<file path="config.mk">
export PLATFORM = sky130hd
export DESIGN_NAME = pipeline_hazard_ctrl_flat
export DESIGN_NICKNAME = d
export VERILOG_FILES = /design/src/rtl/pipeline_hazard_ctrl_if.sv /design/src/rtl/pipeline_hazard_ctrl.sv /design/src/flat_wrapper.sv
export SDC_FILE = /design/constraint.sdc
export NUM_CORES = 1
export LEC_CHECK = 0
export BUFFER_PORTS_ARGS = -buffer_cell sky130_fd_sc_hd__buf_4
export CAP_MARGIN = 20
export CORE_ASPECT_RATIO = 0.7
export CORE_MARGIN = 3
export CORE_UTILIZATION = 45
export DETAILED_ROUTE_END_ITERATION = 16
export PLACE_DENSITY_LB_ADDON = 0.12
export SETUP_SLACK_MARGIN = 0.5
export SLEW_MARGIN = 20
export SYNTH_ARGS = -nofsm -noshare
export SYNTH_HDL_FRONTEND = slang
export SYNTH_SLANG_ARGS = --single-unit
</file>
<file path="constraint.sdc">
create_clock -name clk -period 2.3 [get_ports clk]
set_clock_uncertainty 0.1 [all_clocks]
set_input_delay 0 -clock clk [delete_from_list [all_inputs] [get_ports clk]]
set_output_delay 0 -clock clk [all_outputs]
set_load 0.005 [all_outputs]
</file>
<file path="src/rtl/pipeline_hazard_ctrl_if.sv">
`default_nettype none
// ============================================================================
// Module   : pipeline_hazard_ctrl_if
// Brief    : Hazard-controller bundle: ID/EX hazard inputs, EX branch
//            decision, front-end stall, pipeline enables and counters.
// Revision : 1.0  initial release
// ============================================================================
interface pipeline_hazard_ctrl_if #(
    parameter int REG_AW = 4,
    parameter int CNT_W  = 16
);
    logic [REG_AW-1:0] rn_ifid;
    logic [REG_AW-1:0] rm_ifid;
    logic              rn_used;
    logic              rm_used;
    logic [REG_AW-1:0] rd_idex;
    logic              mem_read_en_idex;
    logic              pc_src_ex;
    logic              ext_stall;
    logic              pc_write_en;
    logic              if_id_write_en;
    logic              if_id_flush;
    logic              id_ex_nop;
    logic              stall_busy;
    logic [CNT_W-1:0]  stall_cycles;
    logic [CNT_W-1:0]  flush_events;

    modport master (
        output rn_ifid, rm_ifid, rn_used, rm_used, rd_idex,
               mem_read_en_idex, pc_src_ex, ext_stall,
        input  pc_write_en, if_id_write_en, if_id_flush, id_ex_nop,
               stall_busy, stall_cycles, flush_events
    );

    modport slave (
        input  rn_ifid, rm_ifid, rn_used, rm_used, rd_idex,
               mem_read_en_idex, pc_src_ex, ext_stall,
        output pc_write_en, if_id_write_en, if_id_flush, id_ex_nop,
               stall_busy, stall_cycles, flush_events
    );
endinterface
`default_nettype wire

</file>
<file path="src/rtl/pipeline_hazard_ctrl.sv">
`default_nettype none
// ============================================================================
// Module   : pipeline_hazard_ctrl
// Brief    : Load-use / taken-branch hazard controller with multi-cycle stall
//            and flush, external freeze and saturating perf counters.
// Revision : 1.0  initial release
// ============================================================================
module pipeline_hazard_ctrl #(
    parameter int REG_AW            = 4,
    parameter int LOAD_STALL_CYCLES = 1,
    parameter int FLUSH_DEPTH       = 1,
    parameter int ZERO_REG_EXEMPT   = 1,
    parameter int CNT_W             = 16
) (
    input  logic                   clk,
    input  logic                   rst_n,
    pipeline_hazard_ctrl_if.slave  hz
);

    localparam logic [1:0] S_IDLE     = 2'd0;
    localparam logic [1:0] S_LU_STALL = 2'd1;
    localparam logic [1:0] S_FLUSH    = 2'd2;

    localparam logic [2:0] c_load_rem  = (LOAD_STALL_CYCLES > 1) ? 3'(LOAD_STALL_CYCLES - 2) : 3'd0;
    localparam logic [2:0] c_flush_rem = (FLUSH_DEPTH > 1)       ? 3'(FLUSH_DEPTH - 2)       : 3'd0;
    localparam logic [CNT_W-1:0] c_cnt_one = CNT_W'(1);

    logic [1:0]       r_state;
    logic [2:0]       r_rem;
    logic [CNT_W-1:0] r_stall_cycles;
    logic [CNT_W-1:0] r_flush_events;

    logic [1:0]       w_next_state;
    logic [2:0]       w_next_rem;
    logic             w_lu_hit;
    logic             w_zero_exempt;
    logic             w_do_stall;
    logic             w_do_flush;
    logic             w_do_ext;
    logic             w_pc_write_en;

    assign w_zero_exempt = (ZERO_REG_EXEMPT != 0) && (hz.rd_idex == '0);
    assign w_lu_hit      = hz.mem_read_en_idex && !w_zero_exempt &&
                           ((hz.rn_used && (hz.rd_idex == hz.rn_ifid)) ||
                            (hz.rm_used && (hz.rd_idex == hz.rm_ifid)));

    always_comb begin
        w_next_state = r_state;
        w_next_rem   = r_rem;
        w_do_stall   = 1'b0;
        w_do_flush   = 1'b0;
        w_do_ext     = 1'b0;
        if (hz.pc_src_ex) begin
            // A taken branch overrides everything, including an in-flight stall.
            w_do_flush = 1'b1;
            if (FLUSH_DEPTH > 1) begin
                w_next_state = S_FLUSH;
                w_next_rem   = c_flush_rem;
            end else begin
                w_next_state = S_IDLE;
                w_next_rem   = 3'd0;
            end
        end else if (hz.ext_stall) begin
            // Freeze: state and rem hold, and the freeze output set is used in every state.
            w_do_ext = 1'b1;
        end else begin
            case (r_state)
                S_IDLE: begin
                    if (w_lu_hit) begin
                        w_do_stall = 1'b1;
                        if (LOAD_STALL_CYCLES > 1) begin
                            w_next_state = S_LU_STALL;
                            w_next_rem   = c_load_rem;
                        end
                    end
                end
                S_LU_STALL: begin
                    w_do_stall = 1'b1;
                    if (r_rem == 3'd0) w_next_state = S_IDLE;
                    else               w_next_rem   = r_rem - 3'd1;
                end
                S_FLUSH: begin
                    w_do_flush = 1'b1;
                    if (r_rem == 3'd0) w_next_state = S_IDLE;
                    else               w_next_rem   = r_rem - 3'd1;
                end
                default: begin
                    w_next_state = S_IDLE;
                    w_next_rem   = 3'd0;
                end
            endcase
        end
    end

    assign w_pc_write_en     = !rst_n || !(w_do_stall || w_do_ext);
    assign hz.pc_write_en    = w_pc_write_en;
    assign hz.if_id_write_en = w_pc_write_en;
    assign hz.id_ex_nop      = rst_n && (w_do_stall || w_do_flush || w_do_ext);
    assign hz.if_id_flush    = rst_n && w_do_flush;
    assign hz.stall_busy     = rst_n && (r_state != S_IDLE);
    assign hz.stall_cycles   = r_stall_cycles;
    assign hz.flush_events   = r_flush_events;

    always_ff @(posedge clk or negedge rst_n) begin
        if (!rst_n) begin
            r_state <= S_IDLE;
            r_rem   <= 3'd0;
        end else begin
            r_state <= w_next_state;
            r_rem   <= w_next_rem;
        end
    end

    always_ff @(posedge clk or negedge rst_n) begin
        if (!rst_n) begin
            r_stall_cycles <= '0;
            r_flush_events <= '0;
        end else begin
            if (!w_pc_write_en && (r_stall_cycles != '1))
                r_stall_cycles <= r_stall_cycles + c_cnt_one;
            if (hz.pc_src_ex && (r_flush_events != '1))
                r_flush_events <= r_flush_events + c_cnt_one;
        end
    end

endmodule
`default_nettype wire

</file>
<file path="src/flat_wrapper.sv">
// flat-port wrapper written by rule: the top's interface ports become plain ports
module pipeline_hazard_ctrl_flat 
#(
    parameter int REG_AW            = 4,
    parameter int LOAD_STALL_CYCLES = 1,
    parameter int FLUSH_DEPTH       = 1,
    parameter int ZERO_REG_EXEMPT   = 1,
    parameter int CNT_W             = 16
)
  (clk, rst_n, hz_rn_ifid, hz_rm_ifid, hz_rn_used, hz_rm_used, hz_rd_idex, hz_mem_read_en_idex, hz_pc_src_ex, hz_ext_stall, hz_pc_write_en, hz_if_id_write_en, hz_if_id_flush, hz_id_ex_nop, hz_stall_busy, hz_stall_cycles, hz_flush_events);
  pipeline_hazard_ctrl_if #(.REG_AW(REG_AW), .CNT_W(CNT_W)) hz_i ();
  input  logic clk;
  input  logic rst_n;
  input wire logic [$bits(hz_i.rn_ifid)-1:0] hz_rn_ifid;
  input wire logic [$bits(hz_i.rm_ifid)-1:0] hz_rm_ifid;
  input wire logic [$bits(hz_i.rn_used)-1:0] hz_rn_used;
  input wire logic [$bits(hz_i.rm_used)-1:0] hz_rm_used;
  input wire logic [$bits(hz_i.rd_idex)-1:0] hz_rd_idex;
  input wire logic [$bits(hz_i.mem_read_en_idex)-1:0] hz_mem_read_en_idex;
  input wire logic [$bits(hz_i.pc_src_ex)-1:0] hz_pc_src_ex;
  input wire logic [$bits(hz_i.ext_stall)-1:0] hz_ext_stall;
  output wire logic [$bits(hz_i.pc_write_en)-1:0] hz_pc_write_en;
  output wire logic [$bits(hz_i.if_id_write_en)-1:0] hz_if_id_write_en;
  output wire logic [$bits(hz_i.if_id_flush)-1:0] hz_if_id_flush;
  output wire logic [$bits(hz_i.id_ex_nop)-1:0] hz_id_ex_nop;
  output wire logic [$bits(hz_i.stall_busy)-1:0] hz_stall_busy;
  output wire logic [$bits(hz_i.stall_cycles)-1:0] hz_stall_cycles;
  output wire logic [$bits(hz_i.flush_events)-1:0] hz_flush_events;
  assign hz_i.rn_ifid = hz_rn_ifid;
  assign hz_i.rm_ifid = hz_rm_ifid;
  assign hz_i.rn_used = hz_rn_used;
  assign hz_i.rm_used = hz_rm_used;
  assign hz_i.rd_idex = hz_rd_idex;
  assign hz_i.mem_read_en_idex = hz_mem_read_en_idex;
  assign hz_i.pc_src_ex = hz_pc_src_ex;
  assign hz_i.ext_stall = hz_ext_stall;
  assign hz_pc_write_en = hz_i.pc_write_en;
  assign hz_if_id_write_en = hz_i.if_id_write_en;
  assign hz_if_id_flush = hz_i.if_id_flush;
  assign hz_id_ex_nop = hz_i.id_ex_nop;
  assign hz_stall_busy = hz_i.stall_busy;
  assign hz_stall_cycles = hz_i.stall_cycles;
  assign hz_flush_events = hz_i.flush_events;
  pipeline_hazard_ctrl #(.REG_AW(REG_AW), .LOAD_STALL_CYCLES(LOAD_STALL_CYCLES), .FLUSH_DEPTH(FLUSH_DEPTH), .ZERO_REG_EXEMPT(ZERO_REG_EXEMPT), .CNT_W(CNT_W)) u_core (.clk(clk), .rst_n(rst_n), .hz(hz_i));
endmodule
</file>
# Word level (Yosys, flattened, before mapping)
# Cells that the tools add are included.
[totals]
reg_bits = 37
elab_cells = 59
[op_classes]
add_sub_neg = 3
eq_ne = 10
muxes = 17
n_reduce_logical = 25
[op_table]
columns = ["operator", "n"]
rows = [
  ["adder 16 x 1 -> 16 bit, second input constant", 2],
  ["inequality test 16 bit, second input constant", 2],
  ["logical AND 1 bit", 9],
  ["2-to-1 mux 3 bit", 3],
  ["== test 4 bit", 2],
  ["2-to-1 mux 1 bit", 8],
  ["2-to-1 mux 2 bit", 3],
  ["one-hot mux 3 bit (2 select lines)", 1],
  ["AND reduction 3 bit", 2],
  ["logical OR 1 bit", 5],
  ["logical NOT 1 bit", 4],
  ["logical NOT 4 bit", 1],
  ["inequality test 2 bit, second input constant", 2],
  ["one-hot mux 2 bit (2 select lines)", 1],
  ["logical NOT 3 bit", 1],
  ["inequality test 3 x 1 -> 1 bit, second input constant", 1],
  ["inequality test 3 bit, second input constant", 1],
  ["subtractor 3 x 1 -> 3 bit, second input constant", 1],
  ["== test 2 x 1 -> 1 bit, second input constant", 1],
  ["== test 2 bit, second input constant", 1],
  ["logical NOT 2 bit", 1],
  ["one-hot mux 1 bit (2 select lines)", 1],
  ["nonzero test 2 bit", 1],
  ["OR reduction 2 bit", 1],
]

# Logic depth before layout (Yosys ltp)
[depth]
word_depth = 13
ltp_mapped = 6

# Least setup slack after synthesis
# No wires, ideal clock.
[synth_timing]
path_type = "reg-to-reg"
startpoint = "reg u_core.r_stall_cycles[0] (netlist: u_core.hz.stall_cycles[0])"
endpoint = "reg u_core.r_stall_cycles[13] (netlist: u_core.hz.stall_cycles[13])"
setup_time_ns = 0.079
arrival_ns = 1.800
required_time_ns = 2.121
setup_slack_ns = 0.320
path_stages_with_launch = 7
n_path_buf = 0
period_less_slack_ns = 1.980
path_cell_list = "dfrtp_1 -> ha_1 -> nand4_1 -> nor3_1 -> or4b_4 -> nor4b_4 -> xor2_1"
[synth_between]
elab_chain_len = 2
elab_cells_between_ends = 3
classes_between = "add/sub: 1; eq/ne: 1; reduce/logical: 1"
[synth_lines]
columns = ["item", "line", "text"]
rows = [
  ["start: declaration", "pipeline_hazard_ctrl.sv:30", "logic [CNT_W-1:0] r_stall_cycles;"],
  ["start signal: assignment", "pipeline_hazard_ctrl.sv:120", "r_stall_cycles <= r_stall_cycles + c_cnt_one;"],
  ["parallel branches: the longest is 2 deep, another holds adder 16 x 1 -> 16 bit", "--", ""],
]
# Parallel ways; which one is timed is not known.
# A chain may end at the register's enable or synchronous reset.

# Worst setup path after layout
[layout_timing]
startpoint = "reg u_core.r_stall_cycles[1] (netlist: u_core.hz.stall_cycles[1])"
endpoint = "reg u_core.r_stall_cycles[1] (netlist: u_core.hz.stall_cycles[1])"
# Same word-level chain as after synthesis.

==> metrics.md <==
| Metric | Value |
|---|---|
| Critical path startpoint category | flip-flop |
| Internal Power | 1.29 mW |
| Synth cell types | 37 |
| Chip Height | 58.4 um |
| Flop pwr share | 43.2% |
| Max cap viols | 0 |
| Max stage delay on crit path | 0.42 ns |
| Clock sink count | 32 |
| P_sw | 639 uW |
| Core area | 3650 um^2 |
| CTS tree | yes |
| Final WL | 4.93 mm |
| Register area share after synthesis | 45.4% |
| Number of global-route vias before repair | 1565 |
| DP Cell Count | 278 |
| Status | completed |
| Min-Delay Path Class | in -> reg |
| Worst EP required | 2.36 ns |
| Setup TNS | 0 ns |
| Ports | 56 |
| Post-synth top area share | 45.4% |
| TritonCTS Buffers | 5 |
| Max Clock Freq | 517 MHz |
| Layout area overhead | 52.2% |
| Synth top area cells | dfrtp_1, xnor2_1, nand3_1 |
| Clock Tree Root | clkbuf_8 |
| Tmin final | 1.93 ns |
| FP Rows | 18 |
| GPL Wtd Cong | 0.827 |
| Global-route wire length before repair | 7.58 mm |
| Comb pwr share | 33.5% |
| FILL cells | 286 |
| GRT Resource Usage Total | 20.7% |
| Clk slew on worst S/H paths | 0.06 ns |
| Sw frac | 33.1% |
| CP Class | reg -> reg |
| Unrepaired setup endpoints after global routing | true |
| Final HPWL DP | 3.25 mm |
| Setup WS post-layout | 0.367 ns |
| Clk pwr share | 23.2% |
| Die area | 4720 um^2 |
| Port Buffer Count | 54 |
| H-tree levels | 2 |
| Clk_lat worst skew | 0.29 ns |
| Mapped Cells | 174 |
| Final Non-Filler Cells | 308 |
| Worst vdd ir | 710 uV |
| Final hold violations | 0 |
| Most common cell after layout, fill and taps aside | buf_4 |
| Antenna diodes | 0 |
| Leakage | 1.27 nW |
| Layout Nets | 278 |
| Largest net degree at the start of global routing | 36 |
| Syn. warnings | 0 |
| Crit-path cells | ha_4, nand4_1, buf_4, o41a_1, nand2_2, mux2_4 |
| Initial antenna violation count | 0 |
| Slew Viols, Final | 0 |
| Post-route DRC | 0 |
| Remaining Overflow, GRT | 0 |
| Layout cells sized above 1 | 48.4% |
| PwrDens | 718 nW/um^2 |
| Synthesized area | 1760 um^2 |
| Syn Nets | 195 |
| Die width | 80.8 um |
| CP delay by family, top | flip-flops |
| CP bufs+invs | 1 |
| Largest area contributor in the netlist | dfrtp_1 |
| Vias | 1677 |
| Via/cell ratio | 5.44 |
| Starting DRC count in detailed routing | 82 |
| Post-synthesis register bit count | 32 |
| Place WS | 0.189 ns |
| DRT antenna net count | 0 |
| Syn_area_per_cell | 10.1 um^2 |
| Commonest non-fill, non-tap cells in the layout | buf_4, dfrtp_1, xnor2_1, nand3_1, nor2_1 |
| Drt wl/cell | 16.0 um |
| Crit-path slowest cell | dfrtp_1 |
| Type of destination of the critical path | flip-flop |
| Starting Density | 48.4% |
| Period utilization | 84.0% |
| Max clock buf depth | 2 |
| First-pass DRT Iterations | 4 |
| Worst Path Max Fanout | 4 |
| Final Setup Violations | 0 |
| Critical path arrival | 2.00 ns |
[per-layer routing]
| metal | vias to the layer above | wire (um) | share of wire [%] | GRT usage [%] |
|---|---|---|---|---|
| li1 | 790 | - | - | - |
| met1 | 819 | 2220 | 45 | 29.5 |
| met2 | 64 | 2310 | 47 | 31.5 |
| met3 | 4 | 365 | 7.4 | 5.05 |
| met4 | 0 | 29 | 0.59 | 6.27 |
| met5 | - | 0 | 0 | 0 |
[power by group through the flow]
stage / Sequential, mW / Combinational, mW / Clock [mW]
final: 0.834 / 0.646 / 0.448
after global routing: 0.853 / 0.711 / 0.485
after CTS: 0.826 / 0.578 / 0.453
after detailed placement: 0.827 / 0.492 / 0
after global placement: 0.818 / 0.471 / 0
after floorplan: 0.797 / 0.237 / 0
[flip-flops by register name, summed over array words and instances (netlist names)]
| signal | cells |
|---|---|
| u_core.hz.stall_cycles | 16 |
| u_core.hz.flush_events | 16 |
[cells by family (layout without fill, tap and decap cells)]
kind of cell	Yosys count	count (layout)	synth area share (%)
DFF	32	32	45.4
buffers and inverters	8	92	2.20
and+or+nand+nor	82	82	27.7
muxes	4	4	2.48
AOI/OAI and AO/OA	15	15	5.74
other	1	1	0.213
adders and majority gates	2	2	1.42
xor gates and xnor gates	30	30	14.9
[worst paths after layout]
check                                                      startpoint                                endpoint  slack (ns)  cells past startpoint
worst max-delay path            u_core.hz.stall_cycles[1]$_DFFE_PN0P_   u_core.hz.stall_cycles[1]$_DFFE_PN0P_        0.37                      6
worst min-delay path                                     hz_pc_src_ex   u_core.hz.flush_events[2]$_DFFE_PN0P_        0.02                      4
worst max register to register  u_core.hz.stall_cycles[1]$_DFFE_PN0P_   u_core.hz.stall_cycles[1]$_DFFE_PN0P_        0.37                      6
worst min register to register  u_core.hz.flush_events[8]$_DFFE_PN0P_   u_core.hz.flush_events[8]$_DFFE_PN0P_        0.41                      1
max in group asynchronous                                       rst_n   u_core.hz.stall_cycles[2]$_DFFE_PN0P_        1.54                      3
min in group asynchronous                                       rst_n  u_core.hz.flush_events[13]$_DFFE_PN0P_        0.20                      3
[what timing repair did]
| action | in CTS | in global routing |
|---|---|---|
| setup endpoints to repair | 15 | 21 |
| gates cloned | 0 | 0 |
| hold buffers | 2 | 0 |
| buffers inserted | 13 | 7 |
| gates resized for setup | 10 | 24 |
| hold endpoints to repair | 35 | 0 |
| pin swaps | 8 | 19 |
[worst reg2reg max path, delay by kind of cell, from the launching register on]
| kind | cells | cell delay, ns |
|---|---|---|
| adder cells (fa/ha/maj) | 1 | 0.16 |
| buffers and inverters | 1 | 0.19 |
| AND/OR/NAND/NOR | 2 | 0.29 |
| multiplexers | 1 | 0.30 |
| AO/OA/AOI/OAI | 1 | 0.37 |
| flip-flops | 1 | 0.42 |
[through the flow]
stage	power, mW	hold WS, ns	area, um^2	util (%)
floorplan	1.03	-0.396	1770	-
global placement	1.29	-0.0348	2250	61.7
global route	2.05	0.0705	2690	73.6
CTS	1.86	0.0126	2500	68.6
detailed placement	1.32	-0.0173	2250	61.7
finish	1.93	0.0166	2690	73.6
[cell type report]
class                   count  area [um^2]  area share (%)
clock buffers               6         82.6            3.08
clock inverters             2         10.0           0.373
inverters                   3         11.3           0.419
multi-input cells         134         1090            40.8
flip-flops and latches     32          807            30.1
well taps                  50         62.6            2.33
repair buffers             81          617            23.0
[synth_stat cells, drive strengths merged]
| library cell | n |
|---|---|
| nand4 | 10 |
| and2 | 3 |
| o31ai | 1 |
| o21ai | 1 |
| dfrtp | 32 |
| a31oi | 1 |
| o31a | 1 |
| ha | 2 |
| a21oi | 7 |
| nor4b | 2 |
| xor2 | 5 |
| mux2 | 3 |
| nand3 | 18 |
| o21a | 1 |
| o221ai | 1 |
| nor3b | 1 |
| clkbuf | 2 |
| nor2b | 1 |
| nand4b | 1 |
| conb | 1 |
| mux2i | 1 |
| nor3 | 4 |
| inv | 3 |
| and4 | 3 |
| nand2 | 14 |
| o41a | 2 |
| buf | 3 |
| nand2b | 1 |
| nor2 | 12 |
| xnor2 | 25 |
| and3 | 8 |
| or4b | 1 |
| nor4 | 3 |
Note: power is estimated with default switching activity, not from simulation.
